**src/rtl/rf_write_arbiter_pkg.sv**
```systemverilog
// Shared register-file package: default address/data widths and a
// constant-foldable ceil(log2) helper. MultiReg instantiation sites can
// import it as well.
package rf_pkg;

    localparam int ADDR_WIDTH = 3;
    localparam int DATA_WIDTH = 8;

    // Smallest w such that 2**w >= value; used to size grant indices.
    function automatic int clog2(input int value);
        int result;
        result = 0;
        for (int i = 0; i < 31; i++) begin
            if ((1 << i) < value) begin
                result = i + 1;
            end
        end
        return result;
    endfunction

endpackage

```
**src/rtl/rf_write_arbiter_rr_pick.sv**
```systemverilog
// Combinational round-robin picker. The request vector is rotated so that
// index ptr_i sits at bit 0, the lowest set bit is found, and that position
// is rotated back into a one-hot grant and an absolute index.
module rr_pick #(
    parameter int n_req    = 4,
    parameter int id_width = 2
) (
    input  logic [n_req-1:0]    req_i,
    input  logic [id_width-1:0] ptr_i,
    output logic [n_req-1:0]    grant_o,
    output logic [id_width-1:0] grant_idx_o,
    output logic                any_o
);

    localparam logic [id_width:0] N_EXT = (id_width + 1)'(n_req);

    // (a + b) mod n_req, assuming both operands are already below n_req.
    function automatic logic [id_width-1:0] wrap_add(input logic [id_width-1:0] a,
                                                     input logic [id_width-1:0] b);
        logic [id_width:0] s;
        s = {1'b0, a} + {1'b0, b};
        if (s >= N_EXT) begin
            s = s - N_EXT;
        end
        return s[id_width-1:0];
    endfunction

    logic [n_req-1:0]    rot;
    logic [id_width-1:0] first_idx;
    logic                found;

    // Rotate so that the highest-priority requester lands on bit 0.
    for (genvar gi = 0; gi < n_req; gi++) begin : g_rot
        assign rot[gi] = req_i[wrap_add(id_width'(gi), ptr_i)];
    end

    // Priority-encode the rotated vector: lowest set bit wins.
    always_comb begin
        found     = 1'b0;
        first_idx = '0;
        for (int j = 0; j < n_req; j++) begin
            if (!found && rot[j]) begin
                found     = 1'b1;
                first_idx = id_width'(j);
            end
        end
    end

    assign any_o       = found;
    assign grant_idx_o = wrap_add(first_idx, ptr_i);
    assign grant_o     = found ? (n_req'(1) << grant_idx_o) : '0;

endmodule

```
**src/rtl/rf_write_arbiter.sv**
```systemverilog
// Round-robin arbiter sharing the single register-file write port among
// n_req requesters. One grant per cycle; the accepted write is presented
// on registered wr_* outputs during the following cycle.
module rf_write_arbiter
    import rf_pkg::*;
#(
    parameter int n_req      = 4,
    parameter int addr_width = ADDR_WIDTH,
    parameter int data_width = DATA_WIDTH,
    parameter int id_width   = clog2(n_req)
) (
    input  logic                          clk,
    input  logic                          rst,
    input  logic                          en,
    input  logic [n_req-1:0]              req_valid,
    input  logic [n_req*addr_width-1:0]   req_addr,
    input  logic [n_req*data_width-1:0]   req_data,
    output logic [n_req-1:0]              req_ready,
    output logic                          wr_en,
    output logic [addr_width-1:0]         wr_addr,
    output logic [data_width-1:0]         wr_data,
    output logic [id_width-1:0]           grant_id
);

    logic [id_width-1:0]   ptr_q, ptr_d;
    logic                  wr_en_q, wr_en_d;
    logic [addr_width-1:0] wr_addr_q, wr_addr_d;
    logic [data_width-1:0] wr_data_q, wr_data_d;
    logic [id_width-1:0]   grant_id_q, grant_id_d;

    logic [n_req-1:0]      pick_grant;
    logic [id_width-1:0]   pick_idx;
    logic                  pick_any;
    logic                  xfer;
    logic [addr_width-1:0] sel_addr;
    logic [data_width-1:0] sel_data;

    rr_pick #(
        .n_req    (n_req),
        .id_width (id_width)
    ) u_pick (
        .req_i       (req_valid),
        .ptr_i       (ptr_q),
        .grant_o     (pick_grant),
        .grant_idx_o (pick_idx),
        .any_o       (pick_any)
    );

    // Grants depend only on valid, en and ptr; held off while in reset.
    assign req_ready = (en && rst) ? pick_grant : '0;
    assign xfer      = en & rst & pick_any;

    // One-hot slice mux selecting the granted requester's address and data.
    always_comb begin
        sel_addr = '0;
        sel_data = '0;
        for (int i = 0; i < n_req; i++) begin
            if (pick_grant[i]) begin
                sel_addr = req_addr[i*addr_width +: addr_width];
                sel_data = req_data[i*data_width +: data_width];
            end
        end
    end

    // Next state: capture the winner and move priority just past it.
    always_comb begin
        ptr_d      = ptr_q;
        wr_en_d    = 1'b0;
        wr_addr_d  = wr_addr_q;
        wr_data_d  = wr_data_q;
        grant_id_d = grant_id_q;
        if (xfer) begin
            wr_en_d    = 1'b1;
            wr_addr_d  = sel_addr;
            wr_data_d  = sel_data;
            grant_id_d = pick_idx;
            ptr_d      = (pick_idx == id_width'(n_req - 1)) ? '0 : pick_idx + 1'b1;
        end
    end

    // State registers with asynchronous active-low reset.
    always_ff @(posedge clk or negedge rst) begin
        if (!rst) begin
            ptr_q      <= '0;
            wr_en_q    <= 1'b0;
            wr_addr_q  <= '0;
            wr_data_q  <= '0;
            grant_id_q <= '0;
        end else begin
            ptr_q      <= ptr_d;
            wr_en_q    <= wr_en_d;
            wr_addr_q  <= wr_addr_d;
            wr_data_q  <= wr_data_d;
            grant_id_q <= grant_id_d;
        end
    end

    assign wr_en    = wr_en_q;
    assign wr_addr  = wr_addr_q;
    assign wr_data  = wr_data_q;
    assign grant_id = grant_id_q;

endmodule
```
**config.mk**
```make
export PLATFORM = sky130hd
export DESIGN_NAME = rf_write_arbiter
export DESIGN_NICKNAME = d
export VERILOG_FILES = /design/src/rtl/rf_write_arbiter_pkg.sv /design/src/rtl/rf_write_arbiter_rr_pick.sv /design/src/rtl/rf_write_arbiter.sv
export SDC_FILE = /design/constraint.sdc
export NUM_CORES = 1
export LEC_CHECK = 0
export ABC_AREA = 0
export CAP_MARGIN = 10
export CORE_AREA = 2 2 68 51
export CTS_CLUSTER_SIZE = 20
export DETAILED_ROUTE_END_ITERATION = 7
export DIE_AREA = 0 0 70 53
export GPL_ROUTABILITY_DRIVEN = 0
export PLACE_DENSITY_LB_ADDON = 0.12
export SYNTH_ARGS = -nofsm -noshare
export SYNTH_HDL_FRONTEND = slang
export SYNTH_SLANG_ARGS = --single-unit
```
**constraint.sdc**
```tcl
create_clock -name clk -period 8.95 [get_ports clk]
set_input_delay 1.79 -clock clk [delete_from_list [all_inputs] [get_ports clk]]
set_output_delay 1.79 -clock clk [all_outputs]
set_load 0.005 [all_outputs]
```
==> results_dict.tcl <==
set metrics [dict create \
    hold_slack_ns 0.518 \
    worstMarginPinSlew_ns 0.825 \
    dp_hpwl_um 2630 \
    vias_per_cell 5.24 \
    finalHoldViolCount 0 \
    grt_pass1_vias 1256 \
    dieWidth_um 70 \
    first_pass_iters 4 \
    hold_path_class "flop to flop" \
    synth_top_cell_by_area "dfrtp_1" \
    synth_top_area_share 0.345 \
    io_pins 69 \
    timing.rr.end "wr_data[4]" \
    grt_max_degree 33 \
    grt_pass1_wl_um 5870 \
    synthTopCellsByCount "dfrtp_1, nand2_1, nor2_1, inv_1" \
    finalCritPeriodShare 0.805 \
    postSynth.asyncResetShare 1.00 \
    yosysMostFrequentCell "dfrtp_1" \
    dp_slack_ns 1.72 \
    p_leak_nw 0.790 \
    rsz0062_at_grt "no" \
    cts_setup_buffers 0 \
    syn_inst 137 \
    utilization 0.627 \
    start_kind "primary input" \
    required_ns 7.16 \
    hold_depth 1 \
    vdd_drop_max_v 0.000143 \
    wl_per_cell_um 14.5 \
    startpoint "req_valid[0]" \
    clock_skew_ns 0.00192 \
    critical_path_class "primary input to output pin" \
    nFillCells 255 \
    dieArea_um2 3710 \
    synth_cell_types 31 \
    synthToLayoutAreaGrowth_pct 63.3 \
    antennaDiodeCount 0 \
    grt.overflow.total 0 \
    power_density_nw_per_um2 328 \
    clock_path_buffers 2 \
    yosysSeqAreaShare 0.345 \
    grt_use_total 0.201 \
    synth_flop_cell "dfrtp_1" \
    worstHoldEndpoint "grant_id[0]" \
    instances_no_fill 237 \
    worstPathMaxFanout 24 \
    start_util 0.384 \
    r2r_cells 12 \
    clk_pin_slew_ns 0.06 \
    slew_violations 0 \
    nNetsFinal 257 \
    synth_nets 193 \
    postRouteAntennaNets 0 \
    syn_area_um2 1160 \
    finalCriticalPeriod_ns 7.20 \
    outcome "completed" \
    drc 0 \
    hold_start "grant_id[0]" \
    ys_ff_latch 16 \
    worstPathArrival_ns 5.41 \
    fmax_mhz 139 \
    cts_sinks 16 \
    cts-root-buf "clkbuf_8" \
    ys_top_cells_by_area "dfrtp_1, a211o_1, a221oi_1" \
    vias 1242 \
    cts_tree "yes" \
    core_um2 3020 \
    htreeDepth 1 \
    slew_headroom 0.450 \
    post_cts_resized 0 \
    timing.final.ws_setup_ns 1.75 \
    setup_viol 0 \
    end_kind "output pin" \
    cts_buffers 3 \
    setup_tns_ns 0 \
    initialDrtViolationCount 112 \
    die_y_um 53 \
    clock_latency_ns 0.24 \
    ctsHoldBuffers 0 \
    io_buffer_count 68 \
    rows 17 \
    yosysWarnings 0 \
    syn_avg_cell_area_um2 8.47 \
    cap_violations 0 \
    numPlacedInstances 234 \
    r2r_slack_ns 4.91 \
    r2r-start "ptr_q[1]" \
    wl_um 3440 \
    antenna_found_initial 0 \
    drive_gt1_frac 0.0503 \
    synth_edf_count 0 \
]
metrics by stage:
step | instance area (µm²) | total power, W
after detailed placement | 1850 | 0.000572
after global routing | 1890 | 0.000691
after CTS | 1890 | 0.000628
final | 1890 | 0.000621
after global placement | 1850 | 0.000556
after floorplan | 1160 | 0.000423
layout make-up:
cell class,instances,area [µm²],share of cell area
clock buffers,3,41.3,0.0218
multi-input cells,98,668,0.353
repair buffers,69,688,0.363
flip-flops and latches,16,400,0.211
well taps,38,47.5,0.0251
inverters,13,48.8,0.0258
registers in the layout, indices dropped and copies added, names as in the netlist:
| register | flops |
|---|---|
| ptr_q | 2 |
| wr_addr | 3 |
| wr_en | 1 |
| wr_data | 8 |
| grant_id | 2 |
how the worst max path moves through the flow:
stage / cells after the start / slack [ns] / end
floorplan: 11 / 3.21 / req_ready[3]
global placement: 12 / 1.90 / req_ready[3]
detailed placement: 12 / 1.72 / req_ready[3]
CTS: 12 / 1.72 / req_ready[3]
global route: 12 / 1.47 / req_ready[3]
finish: 12 / 1.75 / req_ready[3]
per-layer routing:
layer / vias up / share of wire / track usage
li1: 628 / - / -
met3: 4 / 0.068 / 0.0438
met2: 53 / 0.46 / 0.351
met4: 0 / 0.015 / 0.0481
met1: 557 / 0.45 / 0.257
met5: - / 0 / 0
power by group:
| group | switching, W | internal (W) | total (W) | leakage, nW |
|---|---|---|---|---|
| combinational | 0.000209 | 0.000227 | 0.000435 | 0.584 |
| clock | 0.0000229 | 0.0000298 | 0.0000527 | 0.0216 |
| sequential | 0.0000261 | 0.000107 | 0.000133 | 0.184 |
cells in the final DEF, fill, tap and decap left out, drive strengths merged:
master          n
mux2            1
or3b            3
a211oi          2
clkdlybuf4s50  68
nand2          15
ha              5
a2bb2oi         1
o211ai          1
and2            5
a21oi           2
nor4            1
o31a            1
nor3            1
buf             1
a211o          11
inv            13
a221oi         11
o21ai           2
o41ai           1
nand3b          2
a31oi          12
xnor2           1
o211a           1
dfrtp          16
or4             1
nor2           15
o31ai           1
clkbuf          3
and3b           1
nor2b           1
critical path, stage by stage:
cell             delay, ns
clkdlybuf4s50_1       0.54
inv_1                 0.12
o21ai_0               0.17
a21oi_1               0.09
o31a_1                0.28
ha_1                  0.19
xnor2_1               0.14
or4_4                 0.56
nand2_1               0.11
ha_1                  0.70
and2_1                0.22
clkdlybuf4s50_1       0.50
cell families (layout without fill, tap and decap cells):
kind of cell             count (synthesis)  in the layout  synth area share
AO/OA/AOI/OAI                           46             46             0.311
AND/OR/NAND/NOR                         45             45             0.192
buffers and inverters                   23             85            0.0809
flip-flops                              16             16             0.345
adder cells (fa/ha/maj)                  5              5            0.0539
XOR/XNOR                                 1              1           0.00755
multiplexers                             1              1           0.00971
(Power assumes the default switching activity.)
